### src/rtl/float_mul_seq.sv
// float_mul_seq: sequential shift-add IEEE-754 multiplier behind valid/ready handshakes.
// Define FLOAT_MUL_SEQ_ROUND_EN for round-to-nearest-even in NORM; otherwise the product is truncated.
module float_mul_seq #(
    parameter int E = 8,
    parameter int M = 23
) (
    input  logic         clk,
    input  logic         rst_n,
    input  logic         in_valid,
    output logic         in_ready,
    input  logic [E+M:0] in_a,
    input  logic [E+M:0] in_b,
    output logic         out_valid,
    input  logic         out_ready,
    output logic [E+M:0] out_res,
    output logic         busy
);
    localparam int W  = 1 + E + M;
    localparam int PW = 2 * M + 2;
    localparam int CW = $clog2(M + 1);
`ifdef FLOAT_MUL_SEQ_ROUND_EN
    localparam bit ROUND_EN = 1'b1;
`else
    localparam bit ROUND_EN = 1'b0;
`endif
    localparam logic [E+1:0]        BIAS_X = (E+2)'((1 << (E - 1)) - 1);
    localparam logic signed [E+1:0] EMAX   = (E+2)'((1 << E) - 1);
    localparam logic signed [E+1:0] EZERO  = '0;

    typedef enum logic [1:0] {IDLE, MUL, NORM, DONE} state_t;

    state_t        state_q;
    logic          sign_q;
    logic [E-1:0]  ea_q, eb_q;
    logic [PW-1:0] mcand_q, acc_q;
    logic [M:0]    mplier_q;
    logic [CW-1:0] cnt_q;
    logic [W-1:0]  out_res_q;
    logic          out_valid_q, in_ready_q, busy_q;

    // Operand classification (denormals count as zero)
    logic [E-1:0] a_exp, b_exp;
    logic [M-1:0] a_man, b_man;
    logic         a_zero, b_zero, a_inf, b_inf, a_nan, b_nan;
    logic         any_nan, any_inf, any_zero, is_special, in_sign;
    logic [W-1:0] special_res;

    assign a_exp    = in_a[W-2:M];
    assign b_exp    = in_b[W-2:M];
    assign a_man    = in_a[M-1:0];
    assign b_man    = in_b[M-1:0];
    assign a_zero   = (a_exp == '0);
    assign b_zero   = (b_exp == '0);
    assign a_inf    = (&a_exp) && (a_man == '0);
    assign b_inf    = (&b_exp) && (b_man == '0);
    assign a_nan    = (&a_exp) && (a_man != '0);
    assign b_nan    = (&b_exp) && (b_man != '0);
    assign any_nan  = a_nan | b_nan;
    assign any_inf  = a_inf | b_inf;
    assign any_zero = a_zero | b_zero;
    assign is_special = any_nan | any_inf | any_zero;
    assign in_sign  = in_a[W-1] ^ in_b[W-1];

    always_comb begin
        special_res = {in_sign, {(W-1){1'b0}}};
        if (any_nan || (any_inf && any_zero)) begin
            special_res = {1'b0, {E{1'b1}}, 1'b1, {(M-1){1'b0}}};
        end else if (any_inf) begin
            special_res = {in_sign, {E{1'b1}}, {M{1'b0}}};
        end
    end

    // Normalization, optional rounding and range checks on the finished product
    logic                top, guard, sticky, round_up;
    logic [M-1:0]        frac_t, frac_f;
    logic [M:0]          frac_inc;
    logic signed [E+1:0] esum_t, esum_f;
    logic [W-1:0]        norm_res;

    always_comb begin
        top    = acc_q[PW-1];
        esum_t = {2'b00, ea_q} + {2'b00, eb_q} - BIAS_X + {{(E+1){1'b0}}, top};
        if (top) begin
            frac_t = acc_q[2*M:M+1];
            guard  = acc_q[M];
            sticky = |acc_q[M-1:0];
        end else begin
            frac_t = acc_q[2*M-1:M];
            guard  = acc_q[M-1];
            sticky = |acc_q[M-2:0];
        end
        round_up = ROUND_EN && guard && (sticky || frac_t[0]);
        frac_inc = {1'b0, frac_t} + {{M{1'b0}}, 1'b1};
        frac_f   = frac_t;
        esum_f   = esum_t;
        if (round_up) begin
            frac_f = frac_inc[M-1:0];
            if (frac_inc[M]) begin
                esum_f = esum_t + (E+2)'(1);
            end
        end
        if (esum_f >= EMAX) begin
            norm_res = {sign_q, {E{1'b1}}, {M{1'b0}}};
        end else if (esum_f <= EZERO) begin
            norm_res = {sign_q, {(W-1){1'b0}}};
        end else begin
            norm_res = {sign_q, esum_f[E-1:0], frac_f};
        end
    end

    always_ff @(posedge clk or negedge rst_n) begin
        if (!rst_n) begin
            state_q     <= IDLE;
            sign_q      <= 1'b0;
            ea_q        <= '0;
            eb_q        <= '0;
            mcand_q     <= '0;
            acc_q       <= '0;
            mplier_q    <= '0;
            cnt_q       <= '0;
            out_res_q   <= '0;
            out_valid_q <= 1'b0;
            in_ready_q  <= 1'b1;
            busy_q      <= 1'b0;
        end else begin
            case (state_q)
                IDLE: begin
                    if (in_valid) begin
                        sign_q     <= in_sign;
                        ea_q       <= a_exp;
                        eb_q       <= b_exp;
                        in_ready_q <= 1'b0;
                        busy_q     <= 1'b1;
                        if (is_special) begin
                            out_res_q   <= special_res;
                            out_valid_q <= 1'b1;
                            state_q     <= DONE;
                        end else begin
                            mcand_q  <= {{(M+1){1'b0}}, 1'b1, a_man};
                            mplier_q <= {1'b1, b_man};
                            acc_q    <= '0;
                            cnt_q    <= '0;
                            state_q  <= MUL;
                        end
                    end
                end
                MUL: begin
                    if (mplier_q[0]) begin
                        acc_q <= acc_q + mcand_q;
                    end
                    mcand_q  <= mcand_q << 1;
                    mplier_q <= mplier_q >> 1;
                    if (cnt_q == CW'(M)) begin
                        state_q <= NORM;
                    end else begin
                        cnt_q <= cnt_q + CW'(1);
                    end
                end
                NORM: begin
                    out_res_q   <= norm_res;
                    out_valid_q <= 1'b1;
                    state_q     <= DONE;
                end
                DONE: begin
                    if (out_ready) begin
                        out_valid_q <= 1'b0;
                        in_ready_q  <= 1'b1;
                        busy_q      <= 1'b0;
                        state_q     <= IDLE;
                    end
                end
                default: state_q <= IDLE;
            endcase
        end
    end

    assign in_ready  = in_ready_q;
    assign out_valid = out_valid_q;
    assign out_res   = out_res_q;
    assign busy      = busy_q;
endmodule

### config.mk
export PLATFORM = sky130hd
export DESIGN_NAME = float_mul_seq
export DESIGN_NICKNAME = d
export VERILOG_FILES = /design/src/rtl/float_mul_seq.sv
export SDC_FILE = /design/constraint.sdc
export NUM_CORES = 1
export LEC_CHECK = 0
export BUFFER_PORTS_ARGS = -buffer_cell sky130_fd_sc_hd__buf_4
export CAP_MARGIN = 20
export CORE_AREA = 4 4 182 184
export DETAILED_ROUTE_END_ITERATION = 8
export DIE_AREA = 0 0 186 188
export SLEW_MARGIN = 20
export SYNTH_ARGS = -nofsm -noshare
export SYNTH_HDL_FRONTEND = slang
export SYNTH_SLANG_ARGS = --single-unit
export TNS_END_PERCENT = 100
### constraint.sdc
create_clock -name clk -period 6 [get_ports clk]
set_input_delay 1.8 -clock clk [delete_from_list [all_inputs] [get_ports clk]]
set_output_delay 1.8 -clock clk [all_outputs]
set_load 0.02 [all_outputs]
==> results.sh <==
export IMPL_crit_path_end_kind="register"
export IMPL_async_flop_share=1.000
export IMPL_numCtsBuffers=17
export IMPL_hp_start="out_res[9]"
export IMPL_ys_flop_type="dfrtp_1"
export IMPL_post_route_worst_setup_slack_ps=1980
export IMPL_synth_top_area_share=0.4104
export IMPL_grt_antenna_before_repair=0
export IMPL_regToRegSetupSlack_ps=2420
export IMPL_gp_congestion=0.8581
export IMPL_drt_iter0_drc=398
export IMPL_start_kind="primary input"
export IMPL_mappedNetlistArea_um2=10850
export IMPL_hold_depth=2
export IMPL_rows=65
export IMPL_post_cts_resized=0
export IMPL_maxCapViolCount=0
export IMPL_fin_crit_sh=0.6700
export IMPL_synth_common_cells="dfrtp_1 (178), nand2_1 (164), o21ai_0 (123)"
export IMPL_drt_first_pass_iters=4
export IMPL_synth_edf_count=0
export IMPL_core_area_um2=31390
export IMPL_grt_pass1_vias=8566
export IMPL_finalHoldViolations=0
export IMPL_fin_skew_ps=19.44
export IMPL_num_antenna_cells=0
export IMPL_critPathKind="in -> reg"
export IMPL_avgSynthCellArea_um2=9.640
export IMPL_final_area_um2=12520
export IMPL_clk_latency_ps=440
export IMPL_cts_tree="built"
export IMPL_nNetsFinal=1345
export IMPL_syn_inst=1126
export IMPL_io_pins=103
export IMPL_cp_data_arrival_time_ps=4340
export IMPL_drt_wirelength_per_cell_um=15.81
export IMPL_rr_endpoint="out_res[2]"
export IMPL_synth_seq_cells=179
export IMPL_synth_most_common_cell="dfrtp_1"
export IMPL_clock_fmax_mhz=248.7
export IMPL_clkSinkCount=179
export IMPL_grt_pass1_wl_um=43700
export IMPL_portBuffers=102
export IMPL_postCtsSetupBuffers=0
export IMPL_drc_errors=0
export IMPL_clkTransAtPathRegs_ps=70
export IMPL_num_vias=8474
export IMPL_power_leakage_nw=5.642
export IMPL_ys_seq_area_frac=0.4128
export IMPL_routed_wl_um=25640
export IMPL_rsz0062_at_grt="no"
export IMPL_worst_hold_path_type="reg -> reg"
export IMPL_ys_types=80
export IMPL_die_w_um=186
export IMPL_ctsHoldBuffers=0
export IMPL_synth_top_area_cell="dfrtp_1"
export IMPL_cts_root_buffer="clkbuf_16"
export IMPL_dpl_hpwl_um=19060
export IMPL_peakVddDrop_v=0.0002148
export IMPL_status="finished, final reports clean"
export IMPL_die_h_um=188
export IMPL_power_density_nw_per_um2=460.9
export IMPL_die_area_um2=34970
export IMPL_slew_viol_final=0
export IMPL_drtAntennaViolNets=0
export IMPL_finalSetupViolCount=0
export IMPL_holdPathEnd="out_res[9]"
export IMPL_placed_cell_area_um2=11950
export IMPL_rr_startpoint="acc_q[47]"
export IMPL_period_minus_slack_ps=4020
export IMPL_relSlewSlack=0.3945
export IMPL_ys_top_cells_by_area="dfrtp_1 (41%), ha_1 (7.8%), mux2i_1 (6.4%)"
export IMPL_critPathRequiredTime_ps=6320
export IMPL_overflow=0
export IMPL_grtUsageTotal=0.1520
export IMPL_cts_htree_levels=4
export IMPL_crit_fanout=46
export IMPL_clockBufferDepth=2
export IMPL_worst_r2r_cell_count=14
export IMPL_worst_pin_slew_ps=905.0
export IMPL_dp_slack_ps=1511
export IMPL_grt_max_degree=107
export IMPL_synth_warnings=0
export IMPL_areaGrowthSynthToFinish_pct=15.32
export IMPL_syn_nets=1264
export IMPL_drive_above_1_share=0.1811
export IMPL_final_setup_tns_ps=0
export IMPL_vias_per_cell=5.224
export IMPL_start_util=0.3458
-- per-layer routing --
| metal | vias to the layer above | part of all wire | GRT usage |
|---|---|---|---|
| met4 | 0 | 0.0095 | 0.03251 |
| met5 | - | 0 | 0 |
| met3 | 17 | 0.034 | 0.02502 |
| met1 | 4062 | 0.52 | 0.2273 |
| met2 | 141 | 0.44 | 0.2314 |
| li1 | 4254 | - | - |
-- worst max-delay path, stage by stage --
cell     delay [ps]
buf_4           120
or4_1           520
nor2_1          120
a21oi_1         110
a31oi_1         290
nor2_2           50
buf_4           240
nand2_2         700
nor4b_1         110
a21oi_1         180
nand3_1          80
-- layout by cell type, fill, tap and decap left out, types with 10 or more instances in the layout --
| cell | synthesis | routed |
|---|---|---|
| o21bai_1 | 10 | 10 |
| clkbuf_16 | 0 | 17 |
| nand3_1 | 18 | 18 |
| o21ai_2 | 23 | 22 |
| mux2i_1 | 69 | 69 |
| a31oi_1 | 11 | 10 |
| xor2_1 | 28 | 28 |
| mux2_2 | 16 | 16 |
| a21oi_1 | 74 | 74 |
| a22o_1 | 29 | 29 |
| a21o_1 | 16 | 16 |
| ha_1 | 68 | 67 |
| o21ai_0 | 123 | 123 |
| nor4_1 | 17 | 17 |
| inv_1 | 25 | 25 |
| dfrtp_1 | 178 | 178 |
| xnor2_1 | 25 | 25 |
| nand4_1 | 10 | 10 |
| nand2_1 | 164 | 164 |
| nor3_1 | 10 | 10 |
| buf_4 | 3 | 110 |
| nor2_1 | 47 | 46 |
-- sequential cells by signal, summed over array words and instances, names as in the netlist --
register / count
in_ready: 1
sign_q: 1
state_q: 2
mplier_q: 24
acc_q: 48
cnt_q: 5
mcand_q: 48
out_res: 32
eb_q: 8
out_valid: 1
ea_q: 8
busy: 1
-- logic make-up after synthesis --
group                    after synthesis  synth area share
buffers and inverters                 74           0.03447
AND/OR/NAND/NOR                      314            0.1322
AO/OA/AOI/OAI                        351            0.2155
XOR/XNOR                              53           0.04277
flip-flops                           179            0.4128
multiplexers                          85           0.08023
adder cells (fa/ha/maj)               70           0.08208
-- area by class of cell --
class | count | area, µm²
fill | 3136 | 18880
multi-input combinational | 873 | 6036
sequential | 179 | 4481
timing repair buffer | 111 | 839.6
tap | 402 | 503.0
clock buffer | 17 | 425.4
clock inverter | 15 | 138.9
inverter | 25 | 93.84
-- worst max-delay path by stage --
stage                             to  slack [ps]  startpoint  cells past startpoint
after global placement     acc_q[47]        1550    in_b[28]                     11
after global routing       acc_q[47]        1770    in_b[28]                     11
after floorplan            acc_q[47]        2410    in_b[28]                     10
final                      acc_q[47]        1980    in_b[28]                     11
after detailed placement   acc_q[47]        1510    in_b[28]                     11
after CTS                 out_res[2]        1970    in_b[28]                     10
-- where the power goes --
group / total [mW] / switching (mW) / internal (mW) / leakage [nW]
registers: 1.87 / 0.293 / 1.58 / 2.35
clock network: 1.09 / 0.534 / 0.551 / 0.273
logic: 2.81 / 1.69 / 1.12 / 3.02
total: 5.77 / 2.52 / 3.25 / 5.64
-- stage by stage --
step | power [mW] | hold WS, ps | std cells | util
after floorplan | 4.092 | 449.4 | 1126 | -
after detailed placement | 4.720 | 466.2 | 1590 | 0.3807
final | 5.769 | 474.8 | 1622 | 0.3987
after global routing | 6.289 | 499.8 | 1622 | 0.3987
after CTS | 5.826 | 481.6 | 1622 | 0.3987
after global placement | 4.664 | 462.4 | 1590 | 0.3807
Power figures use the tool's default switching activity.
